$ cat src/rtl/mem_channel_arbiter.sv
// Shares NUM_CHANNELS external data-memory channels among NUM_CONSUMERS LSU requesters.
// Each channel claims one pending request round-robin, runs the mem handshake, and relays the result.
//   state          | meaning
//   IDLE           | free; may claim a pending request this edge
//   READ_WAITING   | mem_read_valid held until mem_read_ready
//   WRITE_WAITING  | mem_write_valid held until mem_write_ready
//   READ_RELAYING  | consumer_read_ready held until consumer drops read_valid
//   WRITE_RELAYING | consumer_write_ready held until consumer drops write_valid
module mem_channel_arbiter #(
  parameter int ADDR_BITS     = 8,
  parameter int DATA_BITS     = 8,
  parameter int NUM_CONSUMERS = 8,
  parameter int NUM_CHANNELS  = 2,
  parameter int WRITE_ENABLE  = 1
) (
  input  logic                                clk,
  input  logic                                reset,
  input  logic [NUM_CONSUMERS-1:0]            consumer_read_valid,
  input  logic [NUM_CONSUMERS*ADDR_BITS-1:0]  consumer_read_address,
  output logic [NUM_CONSUMERS-1:0]            consumer_read_ready,
  output logic [NUM_CONSUMERS*DATA_BITS-1:0]  consumer_read_data,
  input  logic [NUM_CONSUMERS-1:0]            consumer_write_valid,
  input  logic [NUM_CONSUMERS*ADDR_BITS-1:0]  consumer_write_address,
  input  logic [NUM_CONSUMERS*DATA_BITS-1:0]  consumer_write_data,
  output logic [NUM_CONSUMERS-1:0]            consumer_write_ready,
  output logic [NUM_CHANNELS-1:0]             mem_read_valid,
  output logic [NUM_CHANNELS*ADDR_BITS-1:0]   mem_read_address,
  input  logic [NUM_CHANNELS-1:0]             mem_read_ready,
  input  logic [NUM_CHANNELS*DATA_BITS-1:0]   mem_read_data,
  output logic [NUM_CHANNELS-1:0]             mem_write_valid,
  output logic [NUM_CHANNELS*ADDR_BITS-1:0]   mem_write_address,
  output logic [NUM_CHANNELS*DATA_BITS-1:0]   mem_write_data,
  input  logic [NUM_CHANNELS-1:0]             mem_write_ready
);

  localparam int CW = (NUM_CONSUMERS > 1) ? $clog2(NUM_CONSUMERS) : 1;

  localparam logic [2:0] ST_IDLE           = 3'd0;
  localparam logic [2:0] ST_READ_WAITING   = 3'd1;
  localparam logic [2:0] ST_WRITE_WAITING  = 3'd2;
  localparam logic [2:0] ST_READ_RELAYING  = 3'd3;
  localparam logic [2:0] ST_WRITE_RELAYING = 3'd4;

  logic [2:0]               state_q [NUM_CHANNELS];
  logic [2:0]               state_d [NUM_CHANNELS];
  logic [CW-1:0]            owner_q [NUM_CHANNELS];
  logic [CW-1:0]            owner_d [NUM_CHANNELS];
  logic [NUM_CONSUMERS-1:0] claimed_q, claimed_d;
  logic [CW-1:0]            rr_ptr_q, rr_ptr_d;

  logic [NUM_CHANNELS-1:0]  mem_rd_valid_q, mem_rd_valid_d;
  logic [NUM_CHANNELS-1:0]  mem_wr_valid_q, mem_wr_valid_d;
  logic [ADDR_BITS-1:0]     mem_rd_addr_q [NUM_CHANNELS];
  logic [ADDR_BITS-1:0]     mem_rd_addr_d [NUM_CHANNELS];
  logic [ADDR_BITS-1:0]     mem_wr_addr_q [NUM_CHANNELS];
  logic [ADDR_BITS-1:0]     mem_wr_addr_d [NUM_CHANNELS];
  logic [DATA_BITS-1:0]     mem_wr_data_q [NUM_CHANNELS];
  logic [DATA_BITS-1:0]     mem_wr_data_d [NUM_CHANNELS];

  logic [NUM_CONSUMERS-1:0] cons_rd_ready_q, cons_rd_ready_d;
  logic [NUM_CONSUMERS-1:0] cons_wr_ready_q, cons_wr_ready_d;
  logic [DATA_BITS-1:0]     cons_rd_data_q [NUM_CONSUMERS];
  logic [DATA_BITS-1:0]     cons_rd_data_d [NUM_CONSUMERS];

  logic [ADDR_BITS-1:0]     c_rd_addr [NUM_CONSUMERS];
  logic [ADDR_BITS-1:0]     c_wr_addr [NUM_CONSUMERS];
  logic [DATA_BITS-1:0]     c_wr_data [NUM_CONSUMERS];
  logic [DATA_BITS-1:0]     m_rd_data [NUM_CHANNELS];
  logic [NUM_CONSUMERS-1:0] write_req;

  // With the write path disabled, write requests are invisible to arbitration.
  assign write_req = (WRITE_ENABLE != 0) ? consumer_write_valid : '0;

  for (genvar g = 0; g < NUM_CONSUMERS; g++) begin : g_cons
    assign c_rd_addr[g] = consumer_read_address[g*ADDR_BITS +: ADDR_BITS];
    assign c_wr_addr[g] = consumer_write_address[g*ADDR_BITS +: ADDR_BITS];
    assign c_wr_data[g] = consumer_write_data[g*DATA_BITS +: DATA_BITS];
    assign consumer_read_data[g*DATA_BITS +: DATA_BITS] = cons_rd_data_q[g];
  end

  for (genvar g = 0; g < NUM_CHANNELS; g++) begin : g_chan
    assign m_rd_data[g] = mem_read_data[g*DATA_BITS +: DATA_BITS];
    assign mem_read_address[g*ADDR_BITS +: ADDR_BITS] = mem_rd_addr_q[g];
    assign mem_write_address[g*ADDR_BITS +: ADDR_BITS] =
        (WRITE_ENABLE != 0) ? mem_wr_addr_q[g] : '0;
    assign mem_write_data[g*DATA_BITS +: DATA_BITS] =
        (WRITE_ENABLE != 0) ? mem_wr_data_q[g] : '0;
  end

  assign mem_read_valid       = mem_rd_valid_q;
  assign mem_write_valid      = (WRITE_ENABLE != 0) ? mem_wr_valid_q : '0;
  assign consumer_read_ready  = cons_rd_ready_q;
  assign consumer_write_ready = (WRITE_ENABLE != 0) ? cons_wr_ready_q : '0;

  always_comb begin
    logic [NUM_CONSUMERS-1:0] taken;
    logic [CW-1:0]            sel;
    logic [CW-1:0]            cidx;
    logic                     found;
    int                       idx;
    int                       nxt;

    state_d         = state_q;
    owner_d         = owner_q;
    claimed_d       = claimed_q;
    rr_ptr_d        = rr_ptr_q;
    mem_rd_valid_d  = mem_rd_valid_q;
    mem_wr_valid_d  = mem_wr_valid_q;
    mem_rd_addr_d   = mem_rd_addr_q;
    mem_wr_addr_d   = mem_wr_addr_q;
    mem_wr_data_d   = mem_wr_data_q;
    cons_rd_ready_d = cons_rd_ready_q;
    cons_wr_ready_d = cons_wr_ready_q;
    cons_rd_data_d  = cons_rd_data_q;
    taken           = claimed_q;
    sel             = '0;
    cidx            = '0;
    found           = 1'b0;
    idx             = 0;
    nxt             = 0;

    for (int ch = 0; ch < NUM_CHANNELS; ch++) begin
      case (state_q[ch])
        ST_IDLE: begin
          // Lower-index channels mark their pick in 'taken' before later channels scan.
          found = 1'b0;
          sel   = '0;
          for (int j = 0; j < NUM_CONSUMERS; j++) begin
            idx = int'(rr_ptr_q) + j;
            if (idx >= NUM_CONSUMERS) idx = idx - NUM_CONSUMERS;
            cidx = CW'(idx);
            if (!found && !taken[cidx] && (consumer_read_valid[cidx] || write_req[cidx])) begin
              found = 1'b1;
              sel   = cidx;
            end
          end
          if (found) begin
            taken[sel]     = 1'b1;
            claimed_d[sel] = 1'b1;
            owner_d[ch]    = sel;
            nxt            = int'(sel) + 1;
            if (nxt >= NUM_CONSUMERS) nxt = 0;
            rr_ptr_d       = CW'(nxt);
            if (consumer_read_valid[sel]) begin
              mem_rd_valid_d[ch] = 1'b1;
              mem_rd_addr_d[ch]  = c_rd_addr[sel];
              state_d[ch]        = ST_READ_WAITING;
            end else begin
              mem_wr_valid_d[ch] = 1'b1;
              mem_wr_addr_d[ch]  = c_wr_addr[sel];
              mem_wr_data_d[ch]  = c_wr_data[sel];
              state_d[ch]        = ST_WRITE_WAITING;
            end
          end
        end
        ST_READ_WAITING: begin
          if (mem_read_ready[ch]) begin
            mem_rd_valid_d[ch] = 1'b0;
            if (consumer_read_valid[owner_q[ch]]) begin
              cons_rd_ready_d[owner_q[ch]] = 1'b1;
              cons_rd_data_d[owner_q[ch]]  = m_rd_data[ch];
              state_d[ch]                  = ST_READ_RELAYING;
            end else begin
              claimed_d[owner_q[ch]] = 1'b0;
              state_d[ch]            = ST_IDLE;
            end
          end
        end
        ST_WRITE_WAITING: begin
          if (mem_write_ready[ch]) begin
            mem_wr_valid_d[ch] = 1'b0;
            if (write_req[owner_q[ch]]) begin
              cons_wr_ready_d[owner_q[ch]] = 1'b1;
              state_d[ch]                  = ST_WRITE_RELAYING;
            end else begin
              claimed_d[owner_q[ch]] = 1'b0;
              state_d[ch]            = ST_IDLE;
            end
          end
        end
        ST_READ_RELAYING: begin
          if (!consumer_read_valid[owner_q[ch]]) begin
            cons_rd_ready_d[owner_q[ch]] = 1'b0;
            claimed_d[owner_q[ch]]       = 1'b0;
            state_d[ch]                  = ST_IDLE;
          end
        end
        ST_WRITE_RELAYING: begin
          if (!write_req[owner_q[ch]]) begin
            cons_wr_ready_d[owner_q[ch]] = 1'b0;
            claimed_d[owner_q[ch]]       = 1'b0;
            state_d[ch]                  = ST_IDLE;
          end
        end
        default: state_d[ch] = ST_IDLE;
      endcase
    end
  end

  always_ff @(posedge clk) begin
    if (reset) begin
      for (int ch = 0; ch < NUM_CHANNELS; ch++) begin
        state_q[ch]       <= ST_IDLE;
        owner_q[ch]       <= '0;
        mem_rd_addr_q[ch] <= '0;
        mem_wr_addr_q[ch] <= '0;
        mem_wr_data_q[ch] <= '0;
      end
      for (int c = 0; c < NUM_CONSUMERS; c++) begin
        cons_rd_data_q[c] <= '0;
      end
      claimed_q       <= '0;
      rr_ptr_q        <= '0;
      mem_rd_valid_q  <= '0;
      mem_wr_valid_q  <= '0;
      cons_rd_ready_q <= '0;
      cons_wr_ready_q <= '0;
    end else begin
      state_q         <= state_d;
      owner_q         <= owner_d;
      mem_rd_addr_q   <= mem_rd_addr_d;
      mem_wr_addr_q   <= mem_wr_addr_d;
      mem_wr_data_q   <= mem_wr_data_d;
      cons_rd_data_q  <= cons_rd_data_d;
      claimed_q       <= claimed_d;
      rr_ptr_q        <= rr_ptr_d;
      mem_rd_valid_q  <= mem_rd_valid_d;
      mem_wr_valid_q  <= mem_wr_valid_d;
      cons_rd_ready_q <= cons_rd_ready_d;
      cons_wr_ready_q <= cons_wr_ready_d;
    end
  end

endmodule

$ cat config.mk
export PLATFORM = sky130hd
export DESIGN_NAME = mem_channel_arbiter
export DESIGN_NICKNAME = d
export VERILOG_FILES = /design/src/rtl/mem_channel_arbiter.sv
export SDC_FILE = /design/constraint.sdc
export NUM_CORES = 1
export LEC_CHECK = 0
export BUFFER_PORTS_ARGS = -buffer_cell sky130_fd_sc_hd__buf_2
export CAP_MARGIN = 15
export CORE_MARGIN = 2
export CORE_UTILIZATION = 50
export DETAILED_ROUTE_END_ITERATION = 8
export PLACE_DENSITY = 0.77
export RECOVER_POWER = 25
export SYNTH_ARGS = -nofsm -noshare
export SYNTH_HDL_FRONTEND = slang
export SYNTH_SLANG_ARGS = --single-unit
export TNS_END_PERCENT = 10
$ cat constraint.sdc
create_clock -name clk -period 8.25 [get_ports clk]
set_clock_uncertainty 0.1 [all_clocks]
set_input_delay 0.825 -clock clk [delete_from_list [all_inputs] [get_ports clk]]
set_output_delay 0.825 -clock clk [all_outputs]
set_load 0.02 [all_outputs]
* After elaboration in Yosys (flattened, before gate mapping)
Index checks and enable logic that the tools add are counted.
Word-level totals: input bits 230, output and inout port bits 132, logic and storage cells 514, bits in registers 155
Cells by class: eq/ne operators 22, multiplexer cells 289, order comparisons 40, $add $sub $neg 17, bitwise operators 20, reduce and logical (&&, ||, !) cells 100
Operators by type and width (count):
- $mux 64 | 6
- $mux 8 | 37
- $mux 3 | 60
- $bmux 1 s3 | 54
- $bmux 8 s3 | 6
- $bwmux 64 | 2
- $mux 1 | 102
- $lt 3x4->1 const B | 20
- $pmux 8 s5 | 2
- $pmux 8 s2 | 4
- $ge 4x4->1 const B | 13
- $and 8x8->8 | 6
- $demux 8 s3 | 2
- $or 8x8->8 | 6
- $logic_and 1x1->1 | 36
- $logic_not 1->1 | 30
- $pmux 3 s5 | 2
- $ne 2x2->1 const B | 14
- $sub 3x1->3 const B | 8
- $add 3x3->4 const B | 4
- $logic_or 1x1->1 | 16
- $not 3->4 | 4
- $not 8->8 | 2
- $reduce_and 4->1 | 4
- other kinds (17) | 48

* Depth between registers and ports, before layout
Gate-level depths: netlist of the first run.
word-level depth 99, gate-level depth with buffers 30, depth with buffers taken out 22

* Worst setup path after synthesis of the first run
OpenSTA, ideal clock, no wires.
path type reg2reg, start register rr_ptr_q[1], end register mem_wr_addr_q, in the netlist mem_write_address[10], arrival time 6.216 ns, data required time 8.078 ns, clock period less this slack 6.387 ns, buffers on the path 9, stages on the path, launching flop included 30, slack 1.863 ns, library setup time 0.072 ns, cell sequence dfxtp_1 buf_2 buf_2 inv_1 clkbuf_1 ha_1 buf_4 buf_6 nor4bb_1 o41ai_2 o211ai_2 o311ai_1 a21boi_0 a311o_1 a221o_2 buf_6 buf_6 nor3_1 nor2_1 mux4_2 o2111a_1 mux2_2 a221oi_2 a32o_1 nor3_2 a32oi_1 a21bo_1 buf_6 buf_8 mux2i_1
Between the ends: cells in the longest elaborated chain, start to end 96, elaborated cells on any way between the ends 285, those cells by class add/sub: 15; order compare: 10; mux: 179; bitwise: 3; reduce/logical: 78
Ends and longest elaborated chain:
- start: declaration | line 49 | logic [CW-1:0] rr_ptr_q, rr_ptr_d;
- start signal: assignment | line 226 | rr_ptr_q <= rr_ptr_d;
- branches (longest 96 deep; another with $add 3x1->4)
- end signal: assignment | line 222 | mem_wr_addr_q <= mem_wr_addr_d;
- end: declaration | line 55 | logic [ADDR_BITS-1:0] mem_wr_addr_q [NUM_CHANNELS];
Several ways; the timed one is not identified. The select of a mux whose other input is x is not followed. A chain may end at the register's enable or synchronous reset.

* Final worst setup path of the first run
start register rr_ptr_q[1], end register mem_wr_data_q, in the netlist mem_write_data[8]
Between the ends: cells in the longest elaborated chain, start to end 96, elaborated cells on any way between the ends 285, those cells by class add/sub: 15; order compare: 10; mux: 179; bitwise: 3; reduce/logical: 78
Ends and longest elaborated chain:
- branches (longest 96 deep; another with $add 3x1->4)
- end signal: assignment | line 223 | mem_wr_data_q <= mem_wr_data_d;
- end: declaration | line 57 | logic [DATA_BITS-1:0] mem_wr_data_q [NUM_CHANNELS];
Several ways; the timed one is not identified. The select of a mux whose other input is x is not followed.

==> impl_metrics.toml, run 1 <==
[worst_setup_path]
crit_chain = "inv_1, ha_1, nor4b_1, o41ai_1, o221ai_2, nor3b_4, and2_4, a311o_1, a221o_4, inv_2, a31oi_1, a31oi_1, a21boi_2, a2111oi_4, and3_4, and3_4, mux2i_4, buf_4, mux2i_1, a32oi_1, nand3b_1, mux2i_1"
cp.required_ns = 8.52
cpMaxStageDelayCell = "ha_1"
rr_startpoint = "rr_ptr_q[1]"
crit_arrival_ns = 7.95
crit_path_end = "mem_write_data[8]"
cp-start-kind = "register"
worst_path_largest_cell_delay_ns = 0.72
r2r_slack_ns = 0.57
critical-path-top-delay-family = "compound AO/OA/AOI/OAI gates"
rr_endpoint = "mem_write_data[8]"
timing.critical_path.buf_inv = 3
crit_type = "register to register"
rr_worst_depth = 22
cp.depth = 22
crit_path_end_kind = "register"
critical_path.max_fanout = 60
startpoint = "rr_ptr_q[1]"

[logic_synthesis]
synth_top_cell_by_area = "dfxtp_1"
ys_top_cells_by_area = "dfxtp_1 (23%), mux2i_1 (11%), nand2_1 (7.8%)"
synth-edff-count = 0
synth.most_common_cell = "nand2_1"
synth_fp_nets = 1994
ys_seq_area_share_pct = 23.11
ys_ff_latch = 155
synthDistinctLibCells = 111
ys_top_cells_by_count = "nand2_1 (278), nor2_1 (181), dfxtp_1 (155)"
syn-mean-instance-area_um2 = 7.628
synth-async-reset-ratio_pct = 0
syn_area_um2 = 13430
yosys_most_used_dff = "dfxtp_1"
synth_top_cell_area_share_pct = 23.11
yosysWarningCount = 0
netlist_instances = 1760

[sta]
min_period_ns = 7.683
max_freq_ghz = 0.1302
period_share_pct = 93.13
tightest_slew_ns = 1.189
setup_viol = 0
final.setup.tns_ns = 0
finalHoldViolCount = 0
rsz0062_at_grt = "false"
report.final.slew_viol_count = 0
slew_headroom_pct = 20.14
timing.final.ws_setup_ns = 0.5668

[die]
fp.dieH_um = 167.9
start_util_pct = 51.23
io_pins = 362
core_um2 = 26210
dieWidth_um = 167.9
die_area_um2 = 28180
num_rows = 59

[clock_network]
cts_root_buf = "clkbuf_16"
cts_tree = "built"
ctsLongestPathBuffers = 2
cts_resized = 0
clk_pin_slew_worst_paths_ns = 0.08
cts_setup_buffers = 0
numCtsBuffers = 17
h-tree-depth = 4
numClockSinks = 155
hold_buffers = 0
insertion_delay_ns = 0.45

[routing]
routed_wl_um = 53360
drc_errors = 0
drtIter0Drc = 2142
viasPerCell = 6.741
detail_route.wl_per_cell_um = 22.69
num_vias = 15850
first_pass_iters = 7
ant_nets = 0

[cells_and_area]
nets = 2233
final_core_util_pct = 59.97
area_growth_pct = 17.06
drive_gt1_share_pct = 22.47

[placed_design]
pre_cts_ws_ns = 0.7365
port-buffer-count = 361
place_congestion = 0.9935
dp_hpwl_um = 38810

[grt]
grt_pass1_wl_um = 81230
antenna_found_initial = 7
grt_pass1_vias = 14610
grt_use_total_pct = 35.78
grt_busiest_layer = "met2"
use_met3_pct = 9.332
grt_max_degree = 95
grt_remaining_overflow = 0
use_met2_pct = 56.04
grtUsageMet1_pct = 45.86

[run_status]
outcome = "complete, no violations"

[flow_run]
maxCapViolations = 0

[hold_path]
hold_class = "register to register"
flip-flops by register name, summed over array words and instances, names as in the netlist, 3 cells and up:
signal and cells:
consumer_read_ready 8, owner_q 6, consumer_write_ready 8, consumer_read_data 64
rr_ptr_q 3, mem_read_address 16, mem_write_data 16, state_q 6
mem_write_address 16, claimed_q 8
layout make-up:
cell class	instances	area, µm²
Sequential cell	155	3103
Clock buffer	17	425.4
Clock inverter	15	193.9
Inverter	17	63.81
Tap cell	335	419.2
Fill cell	2397	10490
Antenna cell	5	12.51
Multi-Input combinational cell	1414	9518
Timing Repair Buffer	394	1981
cells in the final DEF, fill, tap and decap left out, types with 7 or more instances in the layout:
cell,instances
clkbuf_16,17
nand3b_1,29
nor2b_1,9
clkbuf_1,71
a31oi_1,13
inv_1,9
nand4_1,7
a21oi_1,93
o21ai_0,32
nor2_1,181
nand3_1,44
or3_1,7
buf_2,289
nor3_1,25
mux2_2,29
a211oi_1,43
mux4_2,13
nand2b_1,31
a221oi_1,8
a22oi_1,7
mux2i_1,144
dfxtp_1,155
or2_1,9
a32oi_1,51
a311oi_1,78
and2_1,36
a211o_1,26
o211ai_1,33
o22ai_1,14
nand2_1,278
buf_4,33
worst min-delay path by stage:
stage               cells after the start  slack, ns                   start                endpoint
finish                                  2       0.37      mem_write_valid[1]      mem_write_valid[1]
global route                            2       0.41  consumer_read_data[18]  consumer_read_data[18]
CTS                                     2       0.38      mem_write_valid[1]      mem_write_valid[1]
detailed placement                      2       0.36      mem_write_valid[1]      mem_write_valid[1]
global placement                        2       0.36      mem_write_valid[1]      mem_write_valid[1]
floorplan                               2       0.43            claimed_q[4]            claimed_q[4]
tightest hold or removal path: stages, from the launching register on:
cell and delay [ns]:
dfxtp_1 0.31, inv_1 0.05, a221oi_1 0.06
logic make-up (layout without fill, tap and decap cells):
group / after synthesis / after routing / synth area share [%]
compound gates: 494 / 494 / 28.27
xor+xnor: 8 / 8 / 0.5779
fa+ha+maj: 4 / 4 / 0.3728
buf+inv: 191 / 443 / 6.542
flops: 155 / 155 / 23.11
mux: 189 / 189 / 15.59
other cells: 0 / 5 / 0
simple gates: 719 / 719 / 25.54
metrics by stage:
stage	hold WS [ns]	std cells	instance area (µm²)
floorplan	0.4266	1760	13430
global placement	0.3561	2315	15170
detailed placement	0.3646	2315	15170
CTS	0.3750	2347	15790
global route	0.4080	2352	15720
finish	0.3743	2352	15720
metal layers:
| layer | part of all wire [%] | routed length, µm |
|---|---|---|
| met1 | 39 | 20780 |
| met2 | 44 | 23510 |
| met3 | 12 | 6419 |
| met4 | 4.9 | 2631 |
| met5 | 0.024 | 13 |
Power of run 1 is left out: the tool's default activity adds up to more than one toggle a clock period on the data nets, which glitch-free logic cannot reach.
==> inputs of run 2 (changes only) <==
--- a/config.mk
+++ b/config.mk
@@ -5,6 +5,7 @@
 export SDC_FILE = /design/constraint.sdc
 export NUM_CORES = 1
 export LEC_CHECK = 0
+export ABC_CLOCK_PERIOD_IN_PS = 9180
 export BUFFER_PORTS_ARGS = -buffer_cell sky130_fd_sc_hd__buf_2
 export CAP_MARGIN = 15
 export CORE_MARGIN = 2
==> constraint.sdc (replaced) <==
create_clock -name clk -period 9.18 [get_ports clk]
set_clock_uncertainty 0.1 [all_clocks]
set_input_delay 0.918 -clock clk [delete_from_list [all_inputs] [get_ports clk]]
set_output_delay 0.918 -clock clk [all_outputs]
set_load 0.02 [all_outputs]
==> run 2 against run 1 <==
Against the previous run: sequential cell count stayed put; cell count increased by 0.13%; hold slack gained 0.0014 ns; register-to-register slack improved by 0.57 ns; count of clock-buffer cells in the layout unchanged; highest routed layer unchanged; utilization fell by 0.067 points.
==> impl_metrics.toml, run 2 (same netlist as run 1, synthesis figures left out) <==
[grt]
grt_use_total_pct = 36.30
grt_pass1_wl_um = 81860
antenna_found_initial = 11
grt_remaining_overflow = 0
grt_max_degree = 96
grt_pass1_vias = 14540

[clock_network]
hold_buffers = 0
cts_resized = 0
cts_root_buf = "clkbuf_16"
ctsLongestPathBuffers = 2
numCtsBuffers = 17
insertion_delay_ns = 0.44
clk_pin_slew_worst_paths_ns = 0.08
cts_setup_buffers = 0
h-tree-depth = 4
numClockSinks = 155
cts_tree = "built"

[hold_path]
hold_class = "register to register"

[routing]
detail_route.wl_per_cell_um = 22.99
viasPerCell = 6.673
routed_wl_um = 54150
first_pass_iters = 5
ant_nets = 0
num_vias = 15720
drc_errors = 0
drtIter0Drc = 2020

[worst_setup_path]
cp-start-kind = "register"
crit_type = "register to register"
cp.depth = 23
critical-path-top-delay-family = "compound AO/OA/AOI/OAI gates"
crit_path_end = "mem_write_data[14]"
rr_endpoint = "mem_write_data[14]"
cpMaxStageDelayCell = "buf_4"
cp.required_ns = 9.44
rr_startpoint = "rr_ptr_q[1]"
crit_arrival_ns = 8.31
r2r_slack_ns = 1.14
timing.critical_path.buf_inv = 4
worst_path_largest_cell_delay_ns = 0.90
rr_worst_depth = 23
startpoint = "rr_ptr_q[1]"
crit_chain = "inv_1, ha_1, buf_4, nor4b_1, o41ai_1, o221ai_2, nor3b_4, and2_4, a311o_1, a221o_4, inv_2, a31oi_1, a31oi_1, a21boi_2, a2111oi_4, and3_4, and3_4, mux2i_4, buf_4, nand2_1, a32oi_1, nand3b_1, mux2i_1"
critical_path.max_fanout = 82
crit_path_end_kind = "register"

[sta]
finalHoldViolCount = 0
tightest_slew_ns = 1.123
setup_viol = 0
final.setup.tns_ns = 0
max_freq_ghz = 0.1244
report.final.slew_viol_count = 0
rsz0062_at_grt = "false"
period_share_pct = 87.60
min_period_ns = 8.041
slew_headroom_pct = 25.16

[die]
dieWidth_um = 167.9
num_rows = 59
core_um2 = 26210
io_pins = 362
fp.dieH_um = 167.9
die_area_um2 = 28180
start_util_pct = 51.23

[cells_and_area]
largest_reg_flops = 64
final_cell_mix = "buf_2 (289), nand2_1 (278), nor2_1 (181), dfxtp_1 (155), mux2i_1 (144)"
layout_commonest_cell = "buf_2"
area_growth_pct = 16.93
drive_gt1_share_pct = 22.39
final.fill_count = 2425
nets = 2231

[run_status]
outcome = "complete, no violations"

[flow_run]
maxCapViolations = 0

[placed_design]
dp_hpwl_um = 38980
place_congestion = 0.9960
port-buffer-count = 361
[run 2: cell count changes in the layout (fill, tap and decap cells not counted), sizes merged]
cell   change
diode      +5
buf        -2
[run 2: worst min path at each step]
| stage | end | slack (ns) | cells past startpoint | start |
|---|---|---|---|---|
| 6_report | mem_write_valid[1] | 0.38 | 2 | mem_write_valid[1] |
| 3_3_place_gp | mem_write_valid[1] | 0.36 | 2 | mem_write_valid[1] |
| 2_1_floorplan | claimed_q[4] | 0.43 | 2 | claimed_q[4] |
| 4_1_cts | mem_write_data[11] | 0.38 | 2 | mem_write_data[11] |
| 5_1_grt | mem_write_data[11] | 0.40 | 2 | mem_write_data[11] |
| 3_5_place_dp | mem_write_data[11] | 0.36 | 2 | mem_write_data[11] |
[run 2: metrics by stage]
stage / cell area, µm² / utilization, % / instances / hold WS [ns] / setup slack [ns]
after floorplan: 13430 / - / 1760 / 0.4266 / 2.793
after global placement: 15150 / 57.79 / 2313 / 0.3572 / 1.505
after detailed placement: 15150 / 57.79 / 2313 / 0.3644 / 1.319
after CTS: 15760 / 60.15 / 2345 / 0.3766 / 1.335
after global routing: 15700 / 59.89 / 2354 / 0.3955 / 0.7361
final: 15700 / 59.90 / 2355 / 0.3757 / 1.139
[run 2: final cells by class]
| cell class | instances | area, µm² | area share, % |
|---|---|---|---|
| sequential | 155 | 3103 | 19.77 |
| clock buffer | 17 | 425.4 | 2.710 |
| antenna | 10 | 25.02 | 0.1594 |
| multi-input combinational | 1414 | 9518 | 60.63 |
| clock inverter | 15 | 191.4 | 1.219 |
| timing repair buffer | 392 | 1953 | 12.44 |
| tap | 335 | 419.2 | 2.670 |
| inverter | 17 | 63.81 | 0.4065 |
[run 2: worst min-delay path: stages (launching register included)]
cell      delay, ns
dfxtp_1        0.31
inv_1          0.05
a221oi_1       0.06
[run 2: layer usage]
layer,GRT usage [%],part of all wire [%],up-vias
li1,-,-,7099
met1,46.79,39,7322
met5,0,0.050,-
met2,57.02,45,1110
met4,17.84,4.7,4
met3,8.651,11,180
Power of run 2 is left out for the same reason.
==> inputs of run 3 (changes only) <==
--- a/config.mk
+++ b/config.mk
@@ -13,6 +13,7 @@
 export DETAILED_ROUTE_END_ITERATION = 8
 export PLACE_DENSITY = 0.77
 export RECOVER_POWER = 25
+export REMOVE_ABC_BUFFERS = 1
 export SYNTH_ARGS = -nofsm -noshare
 export SYNTH_HDL_FRONTEND = slang
 export SYNTH_SLANG_ARGS = --single-unit
==> run 3 against run 2 <==
Against the previous run: hold slack better by 0.0015 ns; non-clock buffer count down 6; global-route usage decreased by 0.78 points; count of clock-buffer cells in the layout unchanged; cell count down 0.13%; routed wire length is 3.5% lower; critical endpoint is now mem_read_address[8]; cell area fell by 0.26%; critical path depth shrank 3; highest routed layer unchanged; utilization down 0.16 points; via count is 0.64% lower.
==> impl_metrics.toml, run 3 (same netlist as run 1, synthesis figures left out) <==
[worst_setup_path]
rr_endpoint = "mem_read_address[8]"
crit_arrival_ns = 7.93
cpMaxStageDelayCell = "ha_1"
cp.required_ns = 9.38
cp.depth = 20
worst_path_largest_cell_delay_ns = 1.04
crit_path_end = "mem_read_address[8]"
critical-path-top-delay-family = "simple AND/OR/NAND/NOR gates"
crit_chain = "inv_1, ha_1, nor4b_1, o41ai_1, o221ai_1, and2_1, nand4_1, nand2_1, nor2_2, a31oi_1, a31oi_1, a21boi_2, a2111oi_4, and3_4, and3_4, mux2i_4, mux2i_1, a32oi_1, nand3_1, mux2i_1"
rr_startpoint = "rr_ptr_q[1]"
startpoint = "rr_ptr_q[1]"
timing.critical_path.buf_inv = 1
critical_path.max_fanout = 26
rr_worst_depth = 20
crit_type = "register to register"
cp-start-kind = "register"
r2r_slack_ns = 1.45
crit_path_end_kind = "register"

[placed_design]
port-buffer-count = 361
dp_hpwl_um = 37550
place_area_um2 = 15090
place_congestion = 0.9854

[clock_network]
numClockSinks = 155
cts_root_buf = "clkbuf_16"
cts_setup_buffers = 0
ctsLongestPathBuffers = 2
hold_buffers = 0
numCtsBuffers = 17
clk_pin_slew_worst_paths_ns = 0.08
cts_resized = 0
insertion_delay_ns = 0.43
h-tree-depth = 4
cts_tree = "built"

[routing]
num_vias = 15620
drc_errors = 0
drtIter0Drc = 1959
ant_nets = 0
first_pass_iters = 7
viasPerCell = 6.639
routed_wl_um = 52280
detail_route.wl_per_cell_um = 22.23

[run_status]
outcome = "complete, no violations"

[sta]
min_period_ns = 7.732
finalHoldViolCount = 0
hold_ws_ns = 0.3772
rsz0062_at_grt = "false"
tightest_slew_ns = 1.144
report.final.slew_viol_count = 0
max_freq_ghz = 0.1293
period_share_pct = 84.23
setup_viol = 0
slew_headroom_pct = 23.22

[grt]
use_met3_pct = 7.264
grtUsageMet1_pct = 46.49
grt_remaining_overflow = 0
grt_max_degree = 98
use_met2_pct = 56.36
grt_pass1_vias = 14660
antenna_found_initial = 16
grt_pass1_wl_um = 80390
grt_use_total_pct = 35.51
grt_busiest_layer = "met2"

[flow_run]
maxCapViolations = 0

[cells_and_area]
multi_input_area_um2 = 9498
drive_gt1_share_pct = 22.16
largest_reg_flops = 64
final.fill_count = 2432
seq_area_um2 = 3103
final_cell_mix = "buf_2 (289), nand2_1 (278), nor2_1 (181), dfxtp_1 (155), mux2i_1 (144)"
final_area_um2 = 15660
nets = 2225
layout_commonest_cell = "buf_2"
area_growth_pct = 16.63

[die]
die_area_um2 = 28180
core_um2 = 26210
fp.dieH_um = 167.9
num_rows = 59
dieWidth_um = 167.9
io_pins = 362
start_util_pct = 51.23

[hold_path]
hold_depth = 2
hold_class = "register to register"
run 3: worst min-delay path by stage:
stage | startpoint | endpoint | slack, ns
6_report | mem_write_address[8] | mem_write_address[8] | 0.38
5_1_grt | mem_write_data[14] | mem_write_data[14] | 0.40
4_1_cts | mem_write_data[14] | mem_write_data[14] | 0.38
3_5_place_dp | mem_write_data[14] | mem_write_data[14] | 0.36
3_3_place_gp | mem_write_data[8] | mem_write_data[8] | 0.36
2_1_floorplan | claimed_q[4] | claimed_q[4] | 0.42
run 3: tightest hold or removal path: cells and delay by family, from the launching register on:
family | cells | cell delay [ns]
DFF | 1 | 0.31
muxes | 1 | 0.06
and+or+nand+nor | 1 | 0.06
run 3: area by class of cell:
class / count / area share [%]
timing repair buffer: 386 / 12.27
tap: 335 / 2.677
sequential: 155 / 19.82
antenna: 13 / 0.2078
clock inverter: 15 / 1.247
multi-input combinational: 1414 / 60.66
clock buffer: 17 / 2.717
inverter: 17 / 0.4075
run 3: routing by layer:
| metal | wire length [µm] | vias to the layer above |
|---|---|---|
| li1 | - | 7072 |
| met2 | 23410 | 993 |
| met4 | 2314 | 4 |
| met1 | 21010 | 7380 |
| met3 | 5518 | 166 |
| met5 | 24 | - |
run 3: metrics by stage:
stage | setup slack, ns | util, % | cells | TNS (ns)
after floorplan | -10.05 | - | 1586 | -419.05
after global placement | 1.753 | 57.59 | 2307 | 0
after detailed placement | 1.641 | 57.59 | 2307 | 0
after CTS | 1.613 | 59.96 | 2339 | 0
after global routing | 0.9586 | 59.73 | 2350 | 0
final | 1.448 | 59.75 | 2352 | 0
Power of run 3 is left out for the same reason.
